===== src/rtl/alu_exec_sequencer.sv =====
// Issue/writeback sequencer around the 8-bit combinational ALU: regfile, operand latches, flags.
// Optional macro ALU_EXEC_DIVZERO_TRAP_EN suppresses divide-by-zero writeback and pulses div_trap.
module alu_exec_sequencer #(
  parameter int unsigned NREGS  = 4,
  parameter int unsigned RA_W   = $clog2(NREGS),
  parameter int unsigned DATA_W = 8
) (
  input  logic              clk,
  input  logic              rst,
  input  logic              ld_valid,
  input  logic [RA_W-1:0]   ld_addr,
  input  logic [DATA_W-1:0] ld_data,
  input  logic              instr_valid,
  output logic              instr_ready,
  input  logic [3:0]        instr_opcode,
  input  logic [RA_W-1:0]   instr_rd,
  input  logic [RA_W-1:0]   instr_rs1,
  input  logic [RA_W-1:0]   instr_rs2,
  output logic [DATA_W-1:0] alu_a,
  output logic [DATA_W-1:0] alu_b,
  output logic [3:0]        alu_opcode,
  input  logic [DATA_W-1:0] alu_result,
  input  logic              alu_c,
  input  logic              alu_z,
  input  logic              alu_v,
  input  logic              alu_n,
  output logic [3:0]        flags_q,
  output logic              done,
  output logic              div_trap,
  input  logic [RA_W-1:0]   dbg_addr,
  output logic [DATA_W-1:0] dbg_data
);

  localparam logic [3:0] OpCmp = 4'hF;

  typedef enum logic [1:0] {StIdle, StExec, StWb} state_e;

  state_e state_q, state_d;

  logic [DATA_W-1:0] rf_q [NREGS];
  logic [3:0]        op_q;
  logic [RA_W-1:0]   rd_q;
  logic [DATA_W-1:0] a_q, b_q;
  logic [DATA_W-1:0] res_q;
  logic [3:0]        cap_flags_q;

  logic              accept;
  logic              rf_we;
  logic [RA_W-1:0]   rf_waddr;
  logic [DATA_W-1:0] rf_wdata;
  logic              flags_we;
  logic              trap_hit;

`ifdef ALU_EXEC_DIVZERO_TRAP_EN
  // DIV/MOD by zero: keep rd intact, flags still reflect the ALU's overflow marker
  assign trap_hit = ((op_q == 4'h4) || (op_q == 4'h5)) && (b_q == '0);
`else
  assign trap_hit = 1'b0;
`endif

  assign alu_a      = a_q;
  assign alu_b      = b_q;
  assign alu_opcode = op_q;
  assign dbg_data   = rf_q[dbg_addr];

  always_ff @(posedge clk) begin
    if (rst) begin
      state_q <= StIdle;
    end else begin
      state_q <= state_d;
    end
  end

  always_comb begin
    state_d     = state_q;
    instr_ready = 1'b0;
    accept      = 1'b0;
    done        = 1'b0;
    div_trap    = 1'b0;
    rf_we       = 1'b0;
    rf_waddr    = ld_addr;
    rf_wdata    = ld_data;
    flags_we    = 1'b0;
    unique case (state_q)
      StIdle: begin
        // A direct load owns the cycle; the instruction waits
        instr_ready = !ld_valid && !rst;
        accept      = instr_ready && instr_valid;
        rf_we       = ld_valid;
        if (accept) begin
          state_d = StExec;
        end
      end
      StExec: begin
        state_d = StWb;
      end
      StWb: begin
        done     = 1'b1;
        div_trap = trap_hit;
        flags_we = 1'b1;
        rf_we    = (op_q != OpCmp) && !trap_hit;
        rf_waddr = rd_q;
        rf_wdata = res_q;
        state_d  = StIdle;
      end
      default: begin
        state_d = StIdle;
      end
    endcase
  end

  always_ff @(posedge clk) begin
    if (rst) begin
      for (int i = 0; i < NREGS; i++) begin
        rf_q[i] <= '0;
      end
      op_q        <= '0;
      rd_q        <= '0;
      a_q         <= '0;
      b_q         <= '0;
      res_q       <= '0;
      cap_flags_q <= '0;
      flags_q     <= '0;
    end else begin
      if (rf_we) begin
        rf_q[rf_waddr] <= rf_wdata;
      end
      // Operands are sampled at accept, so rd aliasing a source sees the old value
      if (accept) begin
        op_q <= instr_opcode;
        rd_q <= instr_rd;
        a_q  <= rf_q[instr_rs1];
        b_q  <= rf_q[instr_rs2];
      end
      if (state_q == StExec) begin
        res_q       <= alu_result;
        cap_flags_q <= {alu_c, alu_z, alu_v, alu_n};
      end
      if (flags_we) begin
        flags_q <= cap_flags_q;
      end
    end
  end

endmodule

===== config.mk =====
export PLATFORM = sky130hd
export DESIGN_NAME = alu_exec_sequencer
export DESIGN_NICKNAME = d
export VERILOG_FILES = /design/src/rtl/alu_exec_sequencer.sv
export SDC_FILE = /design/constraint.sdc
export NUM_CORES = 1
export LEC_CHECK = 0
export BUFFER_PORTS_ARGS = -buffer_cell sky130_fd_sc_hd__buf_2
export CAP_MARGIN = 40
export CORE_AREA = 3 3 85 87
export DETAILED_ROUTE_END_ITERATION = 6
export DIE_AREA = 0 0 88 90
export PLACE_DENSITY = 0.77
export SKIP_LAST_GASP = 1
export SLEW_MARGIN = 10
export SYNTH_ARGS = -nofsm -noshare
export SYNTH_HDL_FRONTEND = slang
export SYNTH_SLANG_ARGS = --single-unit

===== constraint.sdc =====
create_clock -name clk -period 2.1 [get_ports clk]
set_clock_uncertainty 0.15 [all_clocks]
set_input_delay 0 -clock clk [delete_from_list [all_inputs] [get_ports clk]]
set_output_delay 0 -clock clk [all_outputs]
set_load 0.05 [all_outputs]

After elaboration in Yosys (flattened, before gate mapping)
Memories as Yosys holds them, arrays and structs flattened. A register that Yosys moved wholly into a read port is not among the register bits.
Cells that the tools add are included.
{ "op_classes": {"n_mux": 16, "n_eq_ne": 4, "n_reduce_logical": 6} }
{ "ops": {"columns": ["cell", "n"], "rows": [
  ["$mux 8", 2],
  ["$mux 1", 9],
  ["$reduce_or 8->1", 1],
  ["$mux 2", 3],
  ["$ne 4x4->1 const B", 1],
  ["$pmux 2 s2", 1],
  ["$eq 2x1->1 const B", 1],
  ["$eq 2x2->1 const B", 1],
  ["$logic_and 1x1->1", 2],
  ["$logic_not 1->1", 2],
  ["$logic_not 2->1", 1],
  ["$ne 2x2->1 const B", 1],
  ["$pmux 1 s2", 1]
]} }
{ "totals": {"memories": 1, "out_inout_bits": 35, "wordCells": 33, "ramBits": 32, "regBits": 24} }
{ "mem_list": {"columns": ["name", "depth", "width", "rd", "rd_clocked_by_memory_dff", "write_ports", "line", "text"], "rows": [
  ["rf_q", 4, 8, 3, 2, 4, "40", "logic [DATA_W-1:0] rf_q [NREGS];"]
]} }

Depth between registers and ports, before layout
Gate-level depths: netlist of the first run.
{ "logic_depth": {"depth_word": 7, "mapped_depth": 6, "ltp_nobuf": 4} }

Least setup slack after synthesis of the first run
No wires, ideal clock.
{ "synth_path": {"kind": "flip-flop to flip-flop", "startpoint": "register state_q[0]", "endpoint": "memory rf_q[0][0], enable pin", "setup_ns": 0.375, "path_buffers": 2, "t_arrival_ns": 1.670, "slack_ns": -0.094, "t_required_ns": 1.575, "path_stages_with_launch": 7, "cell_sequence": "dfxtp_1 -> nand2b_1 -> buf_6 -> inv_2 -> a22oi_4 -> buf_6 -> o21bai_1"} }
{ "synth_rtl": {"columns": ["item", "line", "text"], "rows": [
  ["start, declared", "38", "state_e state_q, state_d;"],
  ["start signal, assigned", "68", "state_q <= StIdle;"],
  ["start signal, assigned", "70", "state_q <= state_d;"],
  ["end, declared", "40", null]
]} }

Worst setup path after layout of the first run
{ "layout_path": {"startpoint": "register state_q[0]", "endpoint": "output port instr_ready"} }
{ "layout_via": {"elab_chain_cells": 2} }
{ "layout_lines": {"columns": ["item", "line", "text"], "rows": [
  ["$logic_not 2->1", "84", "unique case (state_q)"],
  ["$mux 1", "84", null],
  ["end, declared", "14", "output logic instr_ready,"]
]} }
Every way passes these cells.

==> results.json, run 1 <==
{
  "status": "complete, no violations",
  "avgSynthCellArea_um2": 11.3,
  "viasPerCell": 5.87,
  "netlist_instances": 307,
  "die_x_um": 88,
  "antenna_cells": 0,
  "cts.sinks": 72,
  "clkTransAtPathRegs_ns": 0.07,
  "grt_usage_pct": 21.0,
  "antenna_found_initial": 0,
  "critPathLaunchType": "flop",
  "synth-seq-area-share_pct": 50.6,
  "worstHoldStart": "ld_data[4]",
  "dieArea_um2": 7920,
  "fin_nets": 434,
  "p_leak_nw": 1.70,
  "ys_ff_latch": 72,
  "slowest_delay_ns": 0.62,
  "gp_congestion": 0.760,
  "clk_latency_ns": 0.34,
  "swShare_pct": 25.3,
  "grt.overflow.total": 0,
  "yosysUniqueCellTypes": 32,
  "cts_root_buf": "clkbuf_8",
  "vias": 2807,
  "die_height_um": 90,
  "place_ws_ns": 0.113,
  "setup_viol": 0,
  "hold_path_depth": 3,
  "pin_count": 73,
  "grt_pass1_vias": 2767,
  "setup_ws_ns": 0.0551,
  "remaining_drc_errors": 0,
  "wl_per_cell_um": 16.3,
  "cellPowerDensity_nw_per_um2": 771,
  "hold_path.class": "in2reg",
  "rows": 29,
  "cp_data_required_time_ns": 1.95,
  "layout_common_cells": "buf_2 (70), dfxtp_1 (40), a21oi_1 (38)",
  "cts_max_path_buffers": 2,
  "max_freq_ghz": 0.489,
  "power.switching_mw": 0.847,
  "postLayoutCellArea_um2": 4340,
  "core_um2": 6420,
  "ant_nets": 0,
  "reg2reg_to": "rf_q[3][7]",
  "r2r_slack_ns": 0.11,
  "grt_first_pass_wirelength_mm": 13.2,
  "endpoint_kind": "primary output",
  "worstPathCellList": "buf_4 > or4_4 > inv_8 > buf_4",
  "portBuffers": 71,
  "post-dp-hpwl_mm": 5.43,
  "drv_cap": 0,
  "cp_max_fo": 24,
  "dp_cells": 435,
  "cp.arrival_ns": 1.89,
  "min_to": "rf_q[3][4]",
  "critPathBufInv": 3,
  "reg2reg_depth": 4,
  "numCtsBuffers": 9,
  "htreeDepth": 3,
  "syn_nets": 345,
  "critical_path_class": "reg2out",
  "r2r_start": "state_q[1]",
  "synthesis.area_um2": 3480,
  "rsz0062_at_grt": "yes",
  "crit_path_frequent_cell": "buf_4",
  "cts_setup_buffers": 0,
  "drive_above_1_share_pct": 31.7,
  "fin_crit_sh_pct": 97.4,
  "peakVddDrop_v": 0.000455,
  "final_cells": 478,
  "wl_mm": 7.77,
  "crit_slowest_cell": "or4_4",
  "slew_headroom_pct": 52.8,
  "first_pass_iters": 5,
  "worst_slew_pin_slew_ns": 0.706,
  "grt_max_degree": 33,
  "clkPwrFrac_pct": 37.7,
  "cts_tree": "built",
  "fin_crit_ns": 2.04,
  "dpl-instance-area_um2": 3820,
  "internal_power_mw": 2.50,
  "critPathTopFamily": "simple AND/OR/NAND/NOR gates",
  "finalHoldViolCount": 0,
  "seqPwrFrac_pct": 47.0,
  "slew_violations": 0,
  "initialDrtViolationCount": 154,
  "layout.cells.most_common": "buf_2",
  "crit_path_start": "state_q[0]",
  "synth_warnings": 0,
  "synthToLayoutAreaGrowth_pct": 24.8,
  "power_frac_comb_pct": 15.3,
  "start_util_pct": 54.2
}
-- power by group through the flow --
stage	Clock (mW)	Sequential (mW)	Combinational (mW)
after global routing	1.35	1.58	0.551
after floorplan	0	1.63	0.333
final	1.26	1.57	0.511
after global placement	0	1.60	0.462
after detailed placement	0	1.60	0.468
after CTS	1.28	1.57	0.505
-- what timing repair did --
item	in CTS	in global routing
pin swaps	0	1
endpoints found under the hold margin	38	0
hold buffers	27	0
gates resized for setup	1	4
setup endpoints to repair	1	21
-- state kept, by name (all words and copies together) (netlist names) --
name,cells
alu_opcode,4
rd_q,2
rf_q,32
cap_flags_q,4
res_q,8
state_q,2
flags_q,4
alu_a,8
alu_b,8
-- through the flow --
stage / TNS [ns] / utilization, % / power, mW / hold WS [ns]
3_3_place_gp: 0 / 59.5 / 2.06 / 0.0903
4_1_cts: 0 / 67.4 / 3.36 / 0.00310
6_report: 0 / 67.6 / 3.35 / 0.0209
5_1_grt: -0.0583 / 67.6 / 3.48 / 0.0597
2_1_floorplan: -3.02 / - / 1.96 / -0.0140
3_5_place_dp: 0 / 59.5 / 2.07 / 0.0966
-- synthesized netlist by cell type --
cell type	n	share of area (%)
buf_2	3	0.43
inv_1	3	0.32
nand3_1	22	3.2
clkbuf_2	2	0.29
o21ai_0	22	3.2
and4bb_2	1	0.36
nor4b_1	1	0.25
and4b_1	1	0.29
buf_4	3	0.65
o21bai_1	4	0.86
a31oi_1	4	0.72
buf_6	7	2.3
buf_1	6	0.65
nor4bb_1	1	0.29
mux2i_1	8	2.3
a22oi_4	1	0.61
inv_2	1	0.11
clkbuf_1	9	0.97
a21oi_1	38	5.5
nand4_1	1	0.18
edfxtp_1	32	28
nor3_1	8	1.2
dfxtp_1	40	23
nand2_1	32	3.5
and2b_1	1	0.22
conb_1	1	0.11
mux4_2	24	16
nor2_1	3	0.32
clkinv_4	1	0.25
nand2b_1	2	0.36
or4_4	1	0.32
nor4_1	24	4.3
-- worst min-delay path: cells and delay by family --
| kind | cells | cell delay, ns |
|---|---|---|
| buffers and inverters | 1 | 0.08 |
| muxes | 1 | 0.13 |
| and+or+nand+nor | 1 | 0.16 |
-- logic make-up after synthesis --
kind of cell / share of synthesized area (%)
and+or+nand+nor: 14.7
DFF: 50.6
AOI/OAI and AO/OA: 10.8
buffers and inverters: 5.93
muxes: 17.8
other: 0.108
-- cell type report --
type | count | area (um^2)
clock buffer | 14 | 173
fill | 495 | 2080
inverter | 5 | 26.3
tap | 77 | 96.3
sequential | 72 | 1760
timing repair buffer | 108 | 703
clock inverter | 2 | 60.1
multi-input combinational | 200 | 1520
-- worst max path at each step --
stage,to,slack (ns),cells past startpoint
floorplan,rf_q[0][0],-0.09,6
global placement,rf_q[1][7],0.21,4
detailed placement,rf_q[1][7],0.11,4
CTS,instr_ready,0.004,4
global route,instr_ready,-0.05,4
finish,instr_ready,0.06,4
-- routing by layer --
| metal | track usage, % | vias to the layer above | routed length [um] |
|---|---|---|---|
| li1 | - | 1352 | - |
| met1 | 29.1 | 1338 | 3430 |
| met2 | 32.7 | 111 | 3810 |
| met3 | 4.20 | 6 | 475 |
| met4 | 7.16 | 0 | 59 |
| met5 | 0 | - | 0 |
Power figures use the tool's default switching activity.
==> inputs of run 2 (changes only) <==
Settings changed: SLEW_MARGIN 10 to 40.
Clock period 2.1 ns to 2 ns, I/O delays scaled along.
==> run 2 against run 1 <==
Routed wire length is 4.8% higher. Largest power group unchanged. Largest cell class unchanged. Via count is 0.21% higher. Worst setup slack better by 0.028 ns. Die area stayed put. Clock power is 23% lower. Clock-buffer cell count is 2 lower. Critical endpoint unchanged. Global-route usage is 0.94 points higher. First-iteration DRC count is 46% higher.
==> results.json, run 2 (synthesized netlist as in run 1, its figures left out) <==
{
  "status": "complete, no violations",
  "htreeDepth": 3,
  "fin_nets": 433,
  "largest_reg_flops": 32,
  "core_um2": 6420,
  "grt_max_degree": 40,
  "endpoint_kind": "primary output",
  "peakVddDrop_v": 0.000484,
  "layout.cells.most_common": "buf_2",
  "critical_path_class": "reg2out",
  "cp.arrival_ns": 1.77,
  "drive_above_1_share_pct": 32.3,
  "wl_per_cell_um": 17.1,
  "first_pass_iters": 6,
  "fin_crit_sh_pct": 95.8,
  "grt.overflow.total": 0,
  "viasPerCell": 5.90,
  "cts_setup_buffers": 0,
  "num-fill-cells": 493,
  "die_height_um": 90,
  "rows": 29,
  "p_leak_nw": 1.64,
  "dieArea_um2": 7920,
  "vias": 2813,
  "grt_usage_pct": 21.9,
  "slew_headroom_pct": 61.6,
  "worst_slew_pin_slew_ns": 0.575,
  "drv_cap": 0,
  "portBuffers": 71,
  "wl_mm": 8.15,
  "fin_crit_ns": 1.92,
  "cellPowerDensity_nw_per_um2": 739,
  "antenna_found_initial": 0,
  "rsz0062_at_grt": "yes",
  "clk_latency_ns": 0.34,
  "initialDrtViolationCount": 225,
  "pin_count": 73,
  "clkTransAtPathRegs_ns": 0.07,
  "die_x_um": 88,
  "grt_pass1_vias": 2760,
  "start_util_pct": 54.2,
  "layout_common_cells": "buf_2 (70), dfxtp_1 (40), a21oi_1 (38)",
  "cts.sinks": 72,
  "cts_max_path_buffers": 2,
  "cp_data_required_time_ns": 1.85,
  "critPathLaunchType": "flop",
  "setup_viol": 0,
  "antenna_cells": 0,
  "cp_max_fo": 24,
  "cts_tree": "built",
  "max_freq_ghz": 0.522,
  "finalHoldViolCount": 0,
  "synthToLayoutAreaGrowth_pct": 23.2,
  "remaining_drc_errors": 0,
  "grt_first_pass_wirelength_mm": 13.7,
  "numCtsBuffers": 9,
  "slew_violations": 0,
  "cts_root_buf": "clkbuf_8",
  "ant_nets": 0,
  "fin_total_pwr_mw": 3.17,
  "hold_slack_ns": 0.00379,
  "fin_setup_tns_ns": 0,
  "gp_congestion": 0.817,
  "hold_path.class": "in2reg",
  "post-dp-hpwl_mm": 5.63,
  "regMostFlops": "rf_q"
}
## run 2: worst max-delay path, stage by stage (launching register included)
cell and delay, ns:
dfxtp_1 0.37, or4_4 0.69, clkinv_8 0.16, buf_4 0.21
## run 2: per-layer routing
metal	part of all wire, %	wire length, um	vias to the layer above	track usage [%]
met4	1.1	89	0	8.06
met1	42	3420	1342	28.8
met5	0	0	-	0
met2	50	4100	110	35.8
met3	6.7	546	12	4.20
li1	-	-	1349	-
## run 2: what timing repair did
| action | CTS | global route |
|---|---|---|
| gates resized for setup | 2 | 4 |
| endpoints found under the setup margin | 1 | 28 |
| endpoints found under the hold margin | 40 | 1 |
| hold buffers | 26 | 1 |
| pin swaps | 1 | 1 |
## run 2: area by class of cell
type	count	area [um^2]	area share [%]
clock inverters	4	21.3	0.496
clock buffers	12	135	3.15
well taps	77	96.3	2.25
repair buffers	107	699	16.3
flip-flops and latches	72	1760	41.1
inverters	5	33.8	0.788
multi-input cells	200	1540	35.9
## run 2: power by group
part	internal, mW	leakage (nW)	switching (mW)
clock	0.446	0.0844	0.519
sequential	1.61	0.658	0.0482
combinational	0.218	0.900	0.330
## run 2: path summary, 6_finish.rpt
| kind | depth (start not counted) | slack (ns) | start | endpoint |
|---|---|---|---|---|
| setup / recovery | 3 | 0.08 | state_q[1] | instr_ready |
| hold / removal | 3 | 0.004 | ld_data[6] | rf_q[3][6] |
| setup reg to reg | 5 | 0.12 | state_q[0] | rf_q[2][7] |
| hold reg to reg | 2 | 0.30 | flags_q[0] | flags_q[0] |
## run 2: per-stage QoR
step           setup WS [ns]  cell area, um^2  util, %  instances
2_1_floorplan         0.0390             3500        -        307
5_1_grt              -0.0138             4290     66.7        477
6_report              0.0830             4290     66.7        477
4_1_cts               0.0542             4260     66.3        476
3_3_place_gp           0.155             3830     59.7        434
3_5_place_dp          0.0688             3830     59.7        434
